--- src/rtl/barrett_reduce_pipe_pkg.sv ---
// Barrett reducer shared helpers: constant derivation, width helper, parameter legality check.
// Latency: n/a (package, elaboration-time functions only).
// Backpressure: n/a.
package barrett_pkg;

  // Ceiling log2 for sizing counters/fields from a count.
  function automatic int clog2(input longint v);
    int     n;
    longint p;
    n = 0;
    p = 1;
    while (p < v) begin
      p = p << 1;
      n = n + 1;
    end
    return n;
  endfunction

  // Barrett constant: floor(2^(2k) / q).
  function automatic longint barrett_mu(input longint q, input int k);
    return (longint'(1) << (2 * k)) / q;
  endfunction

  // Legal configuration: odd q, 3 <= q, q has exactly qw bits, raw operand fits in 2*qw.
  function automatic bit barrett_params_ok(input longint q, input int qw, input int dw);
    return (q >= 3) && ((q % 2) == 1) &&
           (q >= (longint'(1) << (qw - 1))) && (q < (longint'(1) << qw)) &&
           (dw >= 1) && (dw <= 2 * qw);
  endfunction

endpackage

--- src/rtl/barrett_cond_sub.sv ---
// Combinational Barrett correction: maps r < 3Q onto r mod Q with two conditional subtracts.
// Latency: 0 cycles (pure combinational).
// Backpressure: none; ports r (QW+2 bits, < 3Q) in, y (QW bits, < Q) out.
module barrett_cond_sub
  import barrett_pkg::*;
#(
  parameter int Q  = 2551,
  parameter int QW = 12
) (
  input  logic [QW+1:0] r,
  output logic [QW-1:0] y
);

  localparam int            RW = QW + 2;
  localparam logic [RW-1:0] Q1 = RW'(Q);
  localparam logic [RW-1:0] Q2 = RW'(2 * Q);

  // The quotient estimate can undershoot by up to 2, so both subtract levels are needed.
  always_comb begin
    if (r >= Q2) begin
      y = QW'(r - Q2);
    end else if (r >= Q1) begin
      y = QW'(r - Q1);
    end else begin
      y = QW'(r);
    end
  end

endmodule

--- src/rtl/barrett_reduce_pipe.sv ---
// Pipelined Barrett reducer x mod Q, x = in_a*in_b (in_mul=1) or zero-extended in_x; tag rides along.
// Latency: 4 register stages (S1 operand, S2 quotient, S3 remainder, S4 corrected output), 1 result/cycle.
// Backpressure: global enable adv = !out_valid || out_ready; in_ready = adv && rst_n (combinational from out_ready).
module barrett_reduce_pipe
  import barrett_pkg::*;
#(
  parameter int Q     = 2551,
  parameter int QW    = 12,
  parameter int DW    = 2 * QW - 1,
  parameter int TAG_W = 4
) (
  input  logic             clk,
  input  logic             rst_n,
  input  logic             in_valid,
  output logic             in_ready,
  input  logic             in_mul,
  input  logic [DW-1:0]    in_x,
  input  logic [QW-1:0]    in_a,
  input  logic [QW-1:0]    in_b,
  input  logic [TAG_W-1:0] in_tag,
  output logic             out_valid,
  input  logic             out_ready,
  output logic [QW-1:0]    out_r,
  output logic [TAG_W-1:0] out_tag
);

  localparam int          K   = QW;
  localparam int          XW  = 2 * QW;      // operand width
  localparam int          RW  = QW + 2;      // remainder width, holds values < 3Q
  localparam int          QHW = 2 * QW + 2;  // full (x>>K)*MU product width
  localparam logic [QW:0] MU  = (QW + 1)'(barrett_mu(Q, K));

  if (!barrett_params_ok(Q, QW, DW)) begin : g_param_check
    $error("barrett_reduce_pipe: Q/QW/DW combination is not supported");
  end

  typedef struct packed {
    logic             vld;
    logic [TAG_W-1:0] tag;
    logic [XW-1:0]    x;
  } s1_t;

  // Only the low RW bits of x matter from here on: r = x - t*Q is taken modulo 2^RW.
  typedef struct packed {
    logic             vld;
    logic [TAG_W-1:0] tag;
    logic [RW-1:0]    x;
    logic [RW-1:0]    t;
  } s2_t;

  typedef struct packed {
    logic             vld;
    logic [TAG_W-1:0] tag;
    logic [RW-1:0]    r;
  } s3_t;

  s1_t           s1;
  s2_t           s2;
  s3_t           s3;
  logic          s4_vld;
  logic          adv;
  logic [XW-1:0] x_in;
  logic [RW-1:0] t_next;
  logic [RW-1:0] r_next;
  logic [QW-1:0] r4_next;

  assign adv       = !s4_vld || out_ready;
  assign in_ready  = adv && rst_n;
  assign out_valid = s4_vld;

  assign x_in = in_mul ? (XW'(in_a) * XW'(in_b)) : XW'(in_x);

  // Quotient estimate t = ((x >> K) * MU) >> K; the product is kept at full width.
  assign t_next = RW'((QHW'(s1.x[XW-1:K]) * QHW'(MU)) >> K);

  // True remainder is < 3Q < 2^RW, so wrapping arithmetic at RW bits is exact.
  assign r_next = s2.x - s2.t * RW'(Q);

  barrett_cond_sub #(
    .Q  (Q),
    .QW (QW)
  ) u_cond_sub (
    .r (s3.r),
    .y (r4_next)
  );

  always_ff @(posedge clk) begin
    if (!rst_n) begin
      s1      <= '0;
      s2      <= '0;
      s3      <= '0;
      s4_vld  <= 1'b0;
      out_r   <= '0;
      out_tag <= '0;
    end else if (adv) begin
      s1.vld  <= in_valid && in_ready;
      s1.tag  <= in_tag;
      s1.x    <= x_in;

      s2.vld  <= s1.vld;
      s2.tag  <= s1.tag;
      s2.x    <= s1.x[RW-1:0];
      s2.t    <= t_next;

      s3.vld  <= s2.vld;
      s3.tag  <= s2.tag;
      s3.r    <= r_next;

      // Bubbles clear the visible output so stale results never linger on the bus.
      s4_vld  <= s3.vld;
      out_r   <= s3.vld ? r4_next : '0;
      out_tag <= s3.vld ? s3.tag : '0;
    end
  end

endmodule

--- config.mk ---
export PLATFORM = sky130hd
export DESIGN_NAME = barrett_reduce_pipe
export DESIGN_NICKNAME = d
export VERILOG_FILES = /design/src/rtl/barrett_reduce_pipe_pkg.sv /design/src/rtl/barrett_cond_sub.sv /design/src/rtl/barrett_reduce_pipe.sv
export SDC_FILE = /design/constraint.sdc
export NUM_CORES = 1
export LEC_CHECK = 0
export CAP_MARGIN = 10
export CELL_PAD_IN_SITES_DETAIL_PLACEMENT = 1
export CELL_PAD_IN_SITES_GLOBAL_PLACEMENT = 1
export CORE_MARGIN = 3
export CORE_UTILIZATION = 47
export CTS_BUF_LIST = sky130_fd_sc_hd__clkbuf_8
export CTS_CLUSTER_DIAMETER = 60
export DETAILED_ROUTE_END_ITERATION = 10
export DONT_BUFFER_PORTS = 1
export PLACE_DENSITY = 0.8
export SLEW_MARGIN = 10
export SYNTH_ARGS = -nofsm -noshare
export SYNTH_HDL_FRONTEND = slang
export SYNTH_SLANG_ARGS = --single-unit
--- constraint.sdc ---
create_clock -name clk -period 5.3 [get_ports clk]
set_clock_uncertainty 0.05 [all_clocks]
set_input_delay 0.795 -clock clk [delete_from_list [all_inputs] [get_ports clk]]
set_output_delay 0.795 -clock clk [all_outputs]
set_load 0.02 [all_outputs]
After elaboration in Yosys (flattened, before gate mapping)
Cells that the tools add are included.
Widths: inputs -> output; s select.

cells by class
  magnitude comparators = 2
  reductions and logical operators = 4
  multipliers = 3
  add/subtract/negate cells = 3
  multiplexer cells = 5

operator list
  kind                    number
  $mux 12                 3
  $mul 12x12->24          1
  $mux 24                 1
  $mul 12x9->21 const B   1
  $ge 14x12->1 const B    1
  $ge 14x13->1 const B    1
  $mul 13x12->14 const B  1
  $sub 14x14->14          1
  $sub 12x10->12 const B  1
  $sub 12x12->12 const B  1
  $mux 4                  1
  $logic_and 1x1->1       2
  $logic_not 1->1         1
  $logic_or 1x1->1        1

word-level totals
  bits of input ports = 56
  logic and storage cells = 30
  register bits after elaboration = 97

Longest topological paths before layout
Gate-level depths: netlist of the first run.

  word-level depth = 4
  gate-level depth with buffers = 20

By module
From an unflattened synthesis of the first run, not the netlist that was laid out.

unflattened totals
  cells, all modules = 1518
  area total of the unflattened synthesis = 13290.2 sq um

by module, submodules not included
  module               times used  area each (sq um)  sequential area each (sq um)  cells an instance
  barrett_reduce_pipe  1           12688.4            1941.9                        1433
  barrett_cond_sub     1           601.8              0.0                           85

Least setup slack after synthesis of the first run
No wires, ideal clock.

  path type = input to register
  start = in in_b[5]
  end = reg s1[21] (netlist name)
  cell stages on the path = 18
  library setup time = 0.074 ns
  data arrival time = 5.682 ns
  buffers on the path = 1
  data required time = 5.176 ns
  setup slack = -0.506 ns
  path through = clkbuf_1 > nand2_1 > fa_1 > inv_1 > fa_1 > fa_1 > fa_1 > inv_1 > fa_1 > inv_1 > ha_1 > and3_2 > and2_1 > a21oi_2 > a21boi_1 > o31a_1 > or4b_1 > a31oi_1

between the ends
  word-level cells in the longest chain between the ends = 2

RTL lines
  item            RTL line                   RTL
  from (decl)     barrett_reduce_pipe.sv:19  input logic [QW-1:0] in_b,
  $mul 12x12->24  barrett_reduce_pipe.sv:71  assign x_in = in_mul ? (XW'(in_a) * XW'(in_b)) : XW'(in_x);
  $mux 24         barrett_reduce_pipe.sv:71
  to (decl)       barrett_reduce_pipe.sv:57  s1_t s1;

No other way between the ends.
A chain may end at the register's enable or synchronous reset.

Worst setup path in the final report of the first run
  start = in in_b[6]
  end = reg s1[21] (netlist name)

The elaborated chain is that of the path after synthesis.

==> summary.txt, run 1 <==
Logic synthesis
  • Syn Nets: 1935
  • Synthesized area: 13200 µm²
  • Seq cells post-synth: 97
  • Syn. warnings: 0
  • Register area share after synthesis: 0.1472
  • Share of the synthesized area in the top cell type: 0.2807
  • Top FF cell, synth: dfxtp_1
  • Top cells by area, synth: fa_1 28%, ha_1 17%, dfxtp_1 15%
  • Number of flops mapped to enable cells by yosys: 0
  • Synth area leader: fa_1
  • Cell variety after synth: 66
  • Ys async rst share: 0
  • Post-synthesis average cell area: 8.687 µm²
  • Cells after Synth: 1519

Place
  • GP Congestion: 0.8787
  • Setup slack after placement: -0.2142 ns
  • Number of I/O port buffers: 0
  • Hpwl dp: 28720 µm

GRT
  • Vias in the first global route: 11410
  • Largest net degree at the start of global routing: 73
  • All-Layer GR Usage: 0.2383
  • GRT overflow: 0
  • First-pass GRT wire length: 58140 µm
  • Initial antenna violation count: 3

Final layout
  • Register area: 1943 µm²
  • Final Util: 0.5139
  • Nets: 1913
  • Fill count: 3266
  • Layout cell share with drive strength beyond 1: 0.06059
  • Commonest non-fill, non-tap cell in the layout: inv_1
  • Area Overhead vs Synth: 6.135%
  • Area of the multi-input gates: 10000 µm²
  • Commonest non-fill, non-tap cells in the layout: 301 x inv_1, 199 x nand2_1, 181 x fa_1, 169 x ha_1, 96 x dfxtp_1

STA
  • Slew Viols, Final: 0
  • RSZ-0062 raised after global routing: no
  • Count of final hold-check violations: 0
  • Setup violations, final: 0
  • Worst-Margin Slew: 0.8643 ns
  • Setup WS post-layout: 0.2187 ns
  • Fmax: 196.8 MHz
  • Tcrit/Tclk final: 0.9587
  • Post-layout min period: 5.081 ns
  • Slew headroom: 0.4232

Route
  • DR WL/cell: 18.58 µm
  • Final WL: 34830 µm
  • DR pass1 iterations: 4
  • DRC errors left: 0
  • Initial drt markers: 450
  • Antenna-violating nets left: 0
  • Via/cell ratio: 5.345
  • Via count: 10020

Clock network
  • CTS root buf: clkbuf_8
  • Hold Buf Count CTS: 0
  • Reg clk slew, reported paths: 0.11 ns
  • # clock sinks: 97
  • Cts bufs inserted: 9
  • Max Root-Sink Buffers: 2
  • CTS tree: built
  • H-tree levels: 3
  • Clock latency at the later pin of the worst-skew pair: 0.40 ns
  • Post-CTS setup buffer count: 0

Status
  • Status: completed

Setup path
  • Critical path cell sequence: and2_4 > fa_1 > fa_1 > fa_2 > fa_1 > inv_1 > fa_2 > inv_1 > ha_4 > a21oi_1 > o21ai_0 > a21oi_2 > a21boi_2 > o31a_1 > or4b_1 > a31oi_1
  • CP Buf/Inv Count: 2
  • CP required: 5.58 ns
  • Crit Path Max Fanout: 12
  • CP peak stage delay: 0.57 ns
  • CP Launch Type: input pin
  • Worst setup EP type: register
  • Setup CP Type: in -> reg
  • Crit path top cell by count: fa_1
  • Kind of cell adding the most delay to the critical path: adder cells
  • Slowest stage cell, crit path: fa_1
  • WP data arrival: 5.36 ns

Floorplanning
  • Initial core utilization: 0.4842
  • Rows: 60
  • Full die area: 30120 µm²
  • I/O pin cnt: 74
  • Floorplan core area: 27250 µm²
  • Die height: 173.6 µm
  • Die width: 173.6 µm

Min path
  • Worst hold path class: reg -> reg

Flow run
  • Maxcap violations: 0
-- final timing paths --
kind	slack (ns)	end	start	depth (start not counted)
max	0.22	s1[21]	in_b[6]	16
min	0.41	s2[22]	s1[8]	2
max reg2reg	0.31	s3[13]	s2[3]	16
min reg2reg	0.41	s2[22]	s1[8]	2
-- flip-flops by register name, summed over array words and instances, names as in the netlist --
| name | count |
|---|---|
| s1 | 29 |
| s3 | 19 |
| out_valid | 1 |
| s2 | 32 |
| out_r | 12 |
| out_tag | 4 |
-- layer usage --
layer / vias up / share of wire / GRT usage
li1: 4743 / - / -
met1: 5068 / 0.42 / 0.2863
met2: 150 / 0.52 / 0.4420
met3: 57 / 0.030 / 0.02672
met4: 4 / 0.025 / 0.07939
met5: - / 0.00066 / 0
-- kinds of logic after synthesis --
| group | synth area share |
|---|---|
| muxes | 0.01365 |
| AOI/OAI and AO/OA | 0.1192 |
| adders and majority gates | 0.4466 |
| DFF | 0.1472 |
| buffers and inverters | 0.1054 |
| and+or+nand+nor | 0.1328 |
| xor gates and xnor gates | 0.03518 |
-- through the flow --
| step | hold slack (ns) | instances | instance area, µm² | setup TNS, ns |
|---|---|---|---|---|
| floorplan | 0.3815 | 1519 | 13450 | -0.1071 |
| global placement | 0.3909 | 1858 | 13790 | -0.2939 |
| detailed placement | 0.3970 | 1858 | 13790 | -0.8000 |
| CTS | 0.4135 | 1874 | 14000 | 0 |
| global route | 0.4277 | 1875 | 14000 | 0 |
| finish | 0.4111 | 1875 | 14000 | 0 |
-- worst reg2reg max path: cells and delay by family (launching register included) --
family,cells,cell delay (ns)
buffers and inverters,3,0.35
adders and majority gates,6,2.81
and+or+nand+nor,1,0.26
AOI/OAI and AO/OA,5,0.77
DFF,1,0.47
xor gates and xnor gates,1,0.17
-- layout make-up --
cell class                      count  share of cell area
Tap cell                          372             0.03323
Multi-Input combinational cell   1052              0.7142
Antenna cell                        1           0.0001787
Sequential cell                    97              0.1387
Timing Repair Buffer               30             0.01608
Clock inverter                      7            0.006433
Clock buffer                        9            0.008845
Inverter                          307             0.08228
-- timing repair --
item                                    4_1_cts  5_1_grt
endpoints found under the setup margin        0        2
gates resized for setup                       0        1
endpoints found under the hold margin         0        0
-- synth_stat cells (all sizes together) (3+ instances only) --
cell type  number
inv           307
nand2         201
fa            185
ha            175
dfxtp          97
a21oi          75
and2           59
clkbuf         54
o21ai          52
nor2           48
xnor2          32
a211oi         22
xor2           21
mux2i          18
o21a           16
nor3           14
a21o           12
nand3          11
buf             9
a22o            8
or3             8
a21boi          7
and3            7
nand2b          7
a31oi           6
nor2b           6
o31ai           6
a22oi           5
nand4           5
a311oi          3
a32oi           3
o211ai          3
o21bai          3
Power of run 1 is not shown: default switching activity piles up to over one toggle a cycle in this logic, so the estimate is an artifact.
==> run 2, diff against run 1 <==
Settings changed: CAP_MARGIN 10 to default.
==> results of run 2 <==
Final layout, timing and power as in run 1 (identical DEF).
Power of run 2 is left out for the same reason.
